==> src/rtl/joybus_tx.sv <==
// Joybus serial transmitter: serializes up to 32 bits plus a stop bit onto the
// open-drain N64 controller line. Drives output-enable-low only, with collision detection.
module joybus_tx #(
    parameter int CLKS_PER_US = 4,
    parameter int GUARD_CLKS  = 16,
    parameter int COLL_MASK   = 3
) (
    input  logic        CTRL_CLK,
    input  logic        CTRL_RST,
    input  logic        tx_start_i,
    input  logic [31:0] tx_data_i,
    input  logic [5:0]  tx_len_i,
    input  logic        stop_type_i,
    input  logic        tx_abort_i,
    input  logic        CTRL_i,
    output logic        ctrl_drv_low_o,
    output logic        busy_o,
    output logic        done_o,
    output logic        collision_o
);

    // Phase counters are loaded with (duration - 1) and count down to zero.
    localparam logic [7:0] U1_M1      = 8'(CLKS_PER_US - 1);
    localparam logic [7:0] U2_M1      = 8'(2 * CLKS_PER_US - 1);
    localparam logic [7:0] U3_M1      = 8'(3 * CLKS_PER_US - 1);
    localparam logic [7:0] GUARD_LAST = 8'(GUARD_CLKS - 1);
    localparam logic [7:0] COLL_START = 8'(COLL_MASK);

    typedef enum logic [2:0] {
        IDLE,
        GUARD,
        LOW,
        HIGH,
        STOP_LOW,
        STOP_HIGH
    } state_t;

    state_t      state;
    logic        sync_meta;
    logic        sync_q;
    logic [31:0] data_q;
    logic [5:0]  bits_left;
    logic        stop_type_q;
    logic [7:0]  phase_cnt;
    logic [7:0]  guard_cnt;
    logic [7:0]  rel_cnt;

    logic        collide;
    logic [7:0]  stop_low_len;

    assign collide      = (rel_cnt >= COLL_START) && !sync_q;
    assign stop_low_len = stop_type_q ? U2_M1 : U1_M1;

    // NOTE: every register here is updated with <= so all of them see the values
    // from before the edge; blocking assignments would make the order of statements matter.
    always_ff @(posedge CTRL_CLK) begin
        if (CTRL_RST) begin
            // NOTE: sync flops reset to 1 (idle line) so a fresh start is not
            // delayed by a phantom low; the payload register needs no reset.
            state          <= IDLE;
            sync_meta      <= 1'b1;
            sync_q         <= 1'b1;
            bits_left      <= '0;
            stop_type_q    <= 1'b0;
            phase_cnt      <= '0;
            guard_cnt      <= '0;
            rel_cnt        <= '0;
            ctrl_drv_low_o <= 1'b0;
            busy_o         <= 1'b0;
            done_o         <= 1'b0;
            collision_o    <= 1'b0;
        end else begin
            sync_meta   <= CTRL_i;
            sync_q      <= sync_meta;
            done_o      <= 1'b0;
            collision_o <= 1'b0;

            if (state != IDLE && tx_abort_i) begin
                state          <= IDLE;
                ctrl_drv_low_o <= 1'b0;
                busy_o         <= 1'b0;
            end else begin
                case (state)
                    IDLE: begin
                        if (tx_start_i && !tx_abort_i) begin
                            data_q      <= tx_data_i;
                            bits_left   <= (tx_len_i > 6'd32) ? 6'd32 : tx_len_i;
                            stop_type_q <= stop_type_i;
                            guard_cnt   <= '0;
                            busy_o      <= 1'b1;
                            state       <= GUARD;
                        end
                    end

                    // Wait for GUARD_CLKS consecutive high samples before touching the line.
                    GUARD: begin
                        if (!sync_q) begin
                            guard_cnt <= '0;
                        end else if (guard_cnt == GUARD_LAST) begin
                            ctrl_drv_low_o <= 1'b1;
                            if (bits_left == 6'd0) begin
                                state     <= STOP_LOW;
                                phase_cnt <= stop_low_len;
                            end else begin
                                state     <= LOW;
                                phase_cnt <= data_q[0] ? U1_M1 : U3_M1;
                            end
                        end else begin
                            guard_cnt <= guard_cnt + 8'd1;
                        end
                    end

                    LOW: begin
                        if (phase_cnt != 8'd0) begin
                            phase_cnt <= phase_cnt - 8'd1;
                        end else begin
                            ctrl_drv_low_o <= 1'b0;
                            rel_cnt        <= '0;
                            phase_cnt      <= data_q[0] ? U3_M1 : U1_M1;
                            state          <= HIGH;
                        end
                    end

                    HIGH: begin
                        if (collide) begin
                            collision_o <= 1'b1;
                            busy_o      <= 1'b0;
                            state       <= IDLE;
                        end else begin
                            if (rel_cnt != 8'hFF)
                                rel_cnt <= rel_cnt + 8'd1;
                            if (phase_cnt != 8'd0) begin
                                phase_cnt <= phase_cnt - 8'd1;
                            end else begin
                                // Next bit's low starts back-to-back so the bit period stays 4u.
                                data_q         <= data_q >> 1;
                                bits_left      <= bits_left - 6'd1;
                                ctrl_drv_low_o <= 1'b1;
                                if (bits_left == 6'd1) begin
                                    state     <= STOP_LOW;
                                    phase_cnt <= stop_low_len;
                                end else begin
                                    state     <= LOW;
                                    phase_cnt <= data_q[1] ? U1_M1 : U3_M1;
                                end
                            end
                        end
                    end

                    STOP_LOW: begin
                        if (phase_cnt != 8'd0) begin
                            phase_cnt <= phase_cnt - 8'd1;
                        end else begin
                            ctrl_drv_low_o <= 1'b0;
                            rel_cnt        <= '0;
                            phase_cnt      <= U2_M1;
                            state          <= STOP_HIGH;
                        end
                    end

                    STOP_HIGH: begin
                        if (collide) begin
                            collision_o <= 1'b1;
                            busy_o      <= 1'b0;
                            state       <= IDLE;
                        end else begin
                            if (rel_cnt != 8'hFF)
                                rel_cnt <= rel_cnt + 8'd1;
                            if (phase_cnt != 8'd0) begin
                                phase_cnt <= phase_cnt - 8'd1;
                            end else begin
                                done_o <= 1'b1;
                                busy_o <= 1'b0;
                                state  <= IDLE;
                            end
                        end
                    end

                    default: begin
                        ctrl_drv_low_o <= 1'b0;
                        busy_o         <= 1'b0;
                        state          <= IDLE;
                    end
                endcase
            end
        end
    end

endmodule

==> config.mk <==
export PLATFORM = sky130hd
export DESIGN_NAME = joybus_tx
export DESIGN_NICKNAME = d
export VERILOG_FILES = /design/src/rtl/joybus_tx.sv
export SDC_FILE = /design/constraint.sdc
export NUM_CORES = 1
export LEC_CHECK = 0
export CORE_AREA = 5 5 116 107
export CTS_BUF_LIST = sky130_fd_sc_hd__clkbuf_2
export DETAILED_ROUTE_END_ITERATION = 10
export DIE_AREA = 0 0 121 112
export GPL_TIMING_DRIVEN = 0
export SETUP_SLACK_MARGIN = 0.2
export SYNTH_ARGS = -nofsm -noshare
export SYNTH_HDL_FRONTEND = slang
export SYNTH_SLANG_ARGS = --single-unit
==> constraint.sdc <==
create_clock -name CTRL_CLK -period 4.65 [get_ports CTRL_CLK]
set_input_delay 0.93 -clock CTRL_CLK [delete_from_list [all_inputs] [get_ports CTRL_CLK]]
set_output_delay 0.93 -clock CTRL_CLK [all_outputs]
set_load 0.01 [all_outputs]
==> results of run 1 <==
## cells by family (layout without fill, tap and decap cells)
kind of cell             after synthesis  in the layout  synth area share
AND/OR/NAND/NOR                      128            128             0.185
AO/OA/AOI/OAI                         96             96             0.180
flip-flops                            72             72             0.469
multiplexers                          32             32            0.0955
buffers and inverters                 30             92            0.0313
adder cells (fa/ha/maj)                7              7            0.0233
XOR/XNOR                               6              6            0.0160
## stage by stage
step | setup slack [ns] | total power (uW)
6_report | 1.36 | 1170
5_1_grt | 1.29 | 1240
4_1_cts | 1.40 | 1190
3_5_place_dp | 0.708 | 855
3_3_place_gp | -0.557 | 852
2_1_floorplan | 0.938 | 789
## worst max path at each step
stage | start | end | slack [ns]
2_1_floorplan | tx_start_i | data_q[0]$_DFFE_PP_ | 0.94
3_3_place_gp | tx_start_i | data_q[9]$_DFFE_PP_ | -0.56
3_5_place_dp | tx_start_i | data_q[13]$_DFFE_PP_ | 0.71
4_1_cts | tx_start_i | data_q[21]$_DFFE_PP_ | 1.40
5_1_grt | tx_start_i | data_q[9]$_DFFE_PP_ | 1.29
6_report | tx_start_i | data_q[30]$_DFFE_PP_ | 1.36
## layer usage
layer  vias to the layer above  global-route usage
met3                         4              0.0650
met5                         -                   0
li1                       1516                   -
met1                      1440               0.179
met2                        82               0.205
met4                         0              0.0400
## state kept, by name, summed over array words and instances (netlist names), 3 cells and up
signal and count:
bits_left 6, data_q 32, guard_cnt 8, phase_cnt 8, rel_cnt 8, state 3
## power groups by stage
stage,sequential (uW),combinational (uW),clock [uW]
3_5_place_dp,702,153,0
2_1_floorplan,700,89.1,0
6_report,689,154,329
3_3_place_gp,702,150,0
4_1_cts,689,154,345
5_1_grt,691,170,378
## cell usage in the layout (no fill, tap or decap), types with 3 or more instances in the layout
cell type	n
nor2_1	28
nand4_1	7
a32o_1	3
o21ai_0	23
xnor2_1	5
nand3_1	12
clkinv_4	3
ha_1	7
nor2b_1	6
a311oi_1	3
or3_1	4
dfxtp_1	40
buf_2	4
a211oi_1	4
nand2_1	21
nor3_1	10
clkbuf_1	11
o211ai_1	4
nand2b_1	6
mux2_2	31
clkdlybuf4s50_1	46
or2_2	4
a31oi_1	5
a21o_1	3
edfxtp_1	32
a21oi_1	29
nand3b_1	4
clkbuf_2	9
nor4_1	3
inv_1	13
and3_1	6
## final cells by class
cell class	count	area, um^2	share of cell area
multi-input combinational	269	1890	0.417
buffer	16	65.1	0.0144
timing repair buffer	46	460	0.102
sequential	72	1760	0.389
clock buffer	9	45.0	0.00996
tap	156	195	0.0432
clock inverter	7	55.1	0.0122
inverter	14	52.6	0.0116
==> metrics.cfg, run 1 <==
[final_layout]
syn_to_final_growth_pct = 20.3
layoutNonFillerInstCount = 589
fillers = 1107
drive_gt1_frac = 0.157
design_area_um2 = 4520
layout.nets = 479
n_antenna_cell = 0
utilization = 0.405

[yosys]
synth_warnings = 0
synthCells = 371
synth_commonest_cells = dfxtp_1 (40), edfxtp_1 (32), mux2_2 (31)
syn_nets = 422
synth_ff_type = dfxtp_1
synth_top_area_share = 0.256
synth_seq_area_share = 0.469
syn_area_um2 = 3760
async_flop_share = 0
synth-seq-cells = 72
synth-edff-count = 32
ys_types = 63
synth.most_common_cell = dfxtp_1
synthTopCellsByArea = edfxtp_1 (26%), dfxtp_1 (21%), mux2_2 (9.3%)
syn_area_per_cell_um2 = 10.1
synth_area_leader_cell = edfxtp_1

[route]
wirelength_met1_um = 4160
wl_met2_um = 3910
ant_nets = 0
routed.top_layer = met4
drcViolationCount = 0
vias = 3042
first_pass_iters = 4
drt_wl_total_um = 8760
wl_per_cell_um = 14.9
post_drt_via_cell_ratio = 5.16
dr_wl_met3_um = 611
drtIter0Drc = 140

[floorplanning]
placementRows = 37
die_area_um2 = 13600
die_w_um = 121
boundaryPins = 48
die_y_um = 112
core_area_um2 = 11200
initial_core_util = 0.337

[pwr]
intPower_uw = 830
power_density_nw_per_um2 = 259
clkPwrFrac = 0.281
seqPwrFrac = 0.588
p_switching_uw = 341
leakage_uw = 0.00153
ir_drop_mv = 0.179
swShare = 0.292
combPwrFrac = 0.131

[sta]
slew_headroom = 0.402
final_max_slew_viol_count = 0
setup_viol = 0
period_needed_ns = 3.29
setup_tns_ns = 0
max_freq_mhz = 304
tightest_slew_ns = 0.895
holdWs_ns = 0.433
finalCritPeriodShare = 0.707
rsz0062_at_grt = false
fin_worst_skew_ns = 0.0336
final_hold_viol_count = 0

[worst_setup_path]
reg2reg_to = data_q[30]$_DFFE_PP_
cp-start-kind = primary input
crit_path_max_fanout = 32
r2r_slack_ns = 1.69
regToRegStartpoint = phase_cnt[0]$_SDFFE_PP0P_
worst-path-buf-inv = 3
arrival_ns = 3.51
crit_path_cell_trace = clkdlybuf4s50_1 -> or4b_1 -> clkbuf_1 -> nor2_1 -> a31oi_1 -> buf_2 -> nor2_4
worstSetupPathDepth = 7
setup.worst_path.end_class = flop
rr_worst_depth = 7
cpPeakStageDelay_ns = 0.69
crit_slowest_cell = nor2_4
crit_required_ns = 4.88
path_delay_family = simple AND/OR/NAND/NOR gates
worstSetupPathType = primary input to flop

[cts]
clkLatencyLatePin_ns = 0.57
cts_num_sinks = 72
cts.repair.resized = 0
cts-hold-fix-buffers = 0
cts_buffer_depth = 2
cts_buffers = 9
post_cts_buffers = 0
cts_tree = yes
htree_levels = 3
cts.reportedPaths.clkPinSlew_ns = 0.22
clk_root_buffer_cell = clkbuf_2

[worst_hold_path]
min_path_cells = 1
min-delay-path-class = flop to flop
min-delay-start = sync_meta$_SDFF_PP1_
min_to = sync_q$_SDFF_PP1_

[global_route]
track_usage = 0.138
antenna_found_initial = 0
grt_first_pass_wirelength_um = 15100
grt_max_degree = 33
grt_pass1_vias = 3044
grt-ovfl-total = 0

[place]
dp.cells = 573
placed_cell_area_um2 = 4420
place.gp.congestion = 0.873
hpwl_um = 6250
portBuffers = 46

[run]
maxCapViolations = 0

[status]
status = finished, final reports clean

Note: power is estimated with default switching activity, not from simulation.
==> run 2, diff against run 1 <==
==> constraint.sdc (replaced) <==
create_clock -name CTRL_CLK -period 3.4 [get_ports CTRL_CLK]
set_input_delay 0.68 -clock CTRL_CLK [delete_from_list [all_inputs] [get_ports CTRL_CLK]]
set_output_delay 0.68 -clock CTRL_CLK [all_outputs]
set_load 0.01 [all_outputs]
==> metrics.cfg, run 2 (same netlist as run 1, synthesis figures left out) <==
[sta]
setup_ws_ns = 0.387  ; -0.974 ns
tightest_slew_ns = 0.872  ; -0.0224 ns
rsz0062_at_grt = false
final_max_slew_viol_count = 0  ; unchanged
setup_viol = 0  ; unchanged
max_freq_mhz = 332
finalCritPeriodShare = 0.886
fin_worst_skew_ns = 0.0350  ; +0.00138 ns
final_hold_viol_count = 0  ; unchanged
period_needed_ns = 3.01
slew_headroom = 0.417  ; +0.0149

[route]
drt_wl_total_um = 8460  ; -3.4%
post_drt_via_cell_ratio = 5.14  ; -0.53%
vias = 3026  ; -0.53%
wl_met2_um = 3620  ; -7.4%
ant_nets = 0  ; unchanged
wl_per_cell_um = 14.4  ; -3.4%
drtIter0Drc = 146  ; +4.3%
wirelength_met1_um = 4060  ; -2.4%
routed.top_layer = met4
drcViolationCount = 0  ; unchanged
first_pass_iters = 4  ; unchanged
dr_wl_met3_um = 669  ; +9.5%

[final_layout]
syn_to_final_growth_pct = 20.3  ; about the same
drive_gt1_frac = 0.157  ; unchanged
design_area_um2 = 4520  ; about the same
layout.nets = 479  ; unchanged
layout_commonest_cell = clkdlybuf4s50_1
top_register = data_q
layout_common_cells = clkdlybuf4s50_1 (46), dfxtp_1 (40), edfxtp_1 (32), mux2_2 (31), a21oi_1 (29)
largest_reg_flops = 32  ; unchanged
n_antenna_cell = 0  ; unchanged

[worst_setup_path]
crit_required_ns = 3.60  ; -1.28 ns
reg2reg_to = data_q[21]$_DFFE_PP_
regToRegStartpoint = phase_cnt[0]$_SDFFE_PP0P_
r2r_slack_ns = 0.53  ; -1.16 ns
cp-start-kind = primary input
arrival_ns = 3.21  ; -0.30 ns
crit_path_max_fanout = 32  ; unchanged
setup.worst_path.end_class = flop
worstSetupPathType = primary input to flop
rr_worst_depth = 7  ; unchanged

[cts]
cts.reportedPaths.clkPinSlew_ns = 0.21  ; about the same
clkLatencyLatePin_ns = 0.54  ; -0.03 ns
cts_buffer_depth = 2  ; unchanged
cts.repair.resized = 0  ; unchanged
cts_tree = yes
cts_num_sinks = 72  ; unchanged
post_cts_buffers = 0  ; unchanged
cts-hold-fix-buffers = 0  ; unchanged
htree_levels = 3  ; unchanged
clk_root_buffer_cell = clkbuf_2
cts_buffers = 9  ; unchanged

[place]
portBuffers = 46  ; unchanged
placed_cell_area_um2 = 4420  ; unchanged
place_ws_ns = -0.275  ; -0.984 ns
hpwl_um = 6160  ; -1.4%
place.gp.congestion = 0.879  ; +0.62%

[global_route]
grt_pass1_vias = 2981  ; -2.1%
grt_first_pass_wirelength_um = 14200  ; -5.7%
track_usage = 0.129  ; -0.00945
grt-ovfl-total = 0  ; unchanged
grt_max_degree = 33  ; unchanged
antenna_found_initial = 0  ; unchanged

[floorplanning]
core_area_um2 = 11200  ; unchanged
die_y_um = 112  ; unchanged
initial_core_util = 0.337  ; unchanged
boundaryPins = 48  ; unchanged
die_w_um = 121  ; unchanged
die_area_um2 = 13600  ; unchanged
placementRows = 37  ; unchanged

[worst_hold_path]
min_path_cells = 1  ; unchanged
min_to = sync_q$_SDFF_PP1_
min-delay-start = sync_meta$_SDFF_PP1_
min-delay-path-class = flop to flop

[run]
maxCapViolations = 0  ; unchanged

[pwr]
leakage_uw = 0.00152  ; -0.23%
ir_drop_mv = 0.218  ; +22%
power_density_nw_per_um2 = 353  ; +36%
p_total_uw = 1600  ; +36%

[status]
status = finished, final reports clean

-- run 2: metrics by stage --
stage / instances / util / hold WS (ns) / TNS, ns
2_1_floorplan: 371 / - / 0.389 / 0
3_3_place_gp: 573 / 0.396 / 0.398 / -23.73
3_5_place_dp: 573 / 0.396 / 0.395 / -8.77
4_1_cts: 589 / 0.405 / 0.440 / 0
5_1_grt: 589 / 0.405 / 0.462 / 0
6_report: 589 / 0.405 / 0.438 / 0
-- run 2: cell type report --
cell class / count / area, um^2
fillers: 1144 / 6640
multi-input cells: 269 / 1890
flip-flops and latches: 72 / 1760
repair buffers: 46 / 460
well taps: 156 / 195
plain buffers: 16 / 65.1
clock inverters: 7 / 53.8
inverters: 14 / 52.6
clock buffers: 9 / 45.0
-- run 2: where the power goes --
group	leakage [uW]	internal, uW	switching, uW	total (uW)
Sequential	0.000617	929	12.4	942
Combinational	0.000850	103	105	208
Clock	0.0000570	103	345	447
-- run 2: how the worst max path moves through the flow --
stage	from	end	cells after the start
floorplan	tx_start_i	data_q[0]$_DFFE_PP_	6
global placement	tx_start_i	data_q[13]$_DFFE_PP_	7
detailed placement	tx_start_i	data_q[9]$_DFFE_PP_	7
CTS	tx_start_i	data_q[21]$_DFFE_PP_	7
global route	tx_start_i	data_q[21]$_DFFE_PP_	7
finish	tx_start_i	data_q[21]$_DFFE_PP_	7
-- run 2: metal layers --
metal  global-route usage  vias up
li1                     -     1509
met1                0.171     1423
met2                0.187       81
met3               0.0559       13
met4               0.0423        0
met5                    0        -
-- run 2: critical path, cell delays in order --
cell             delay, ns
clkdlybuf4s50_1       0.53
or4b_1                0.44
clkbuf_1              0.22
nor2_1                0.27
a31oi_1               0.15
buf_2                 0.24
nor2_4                0.67
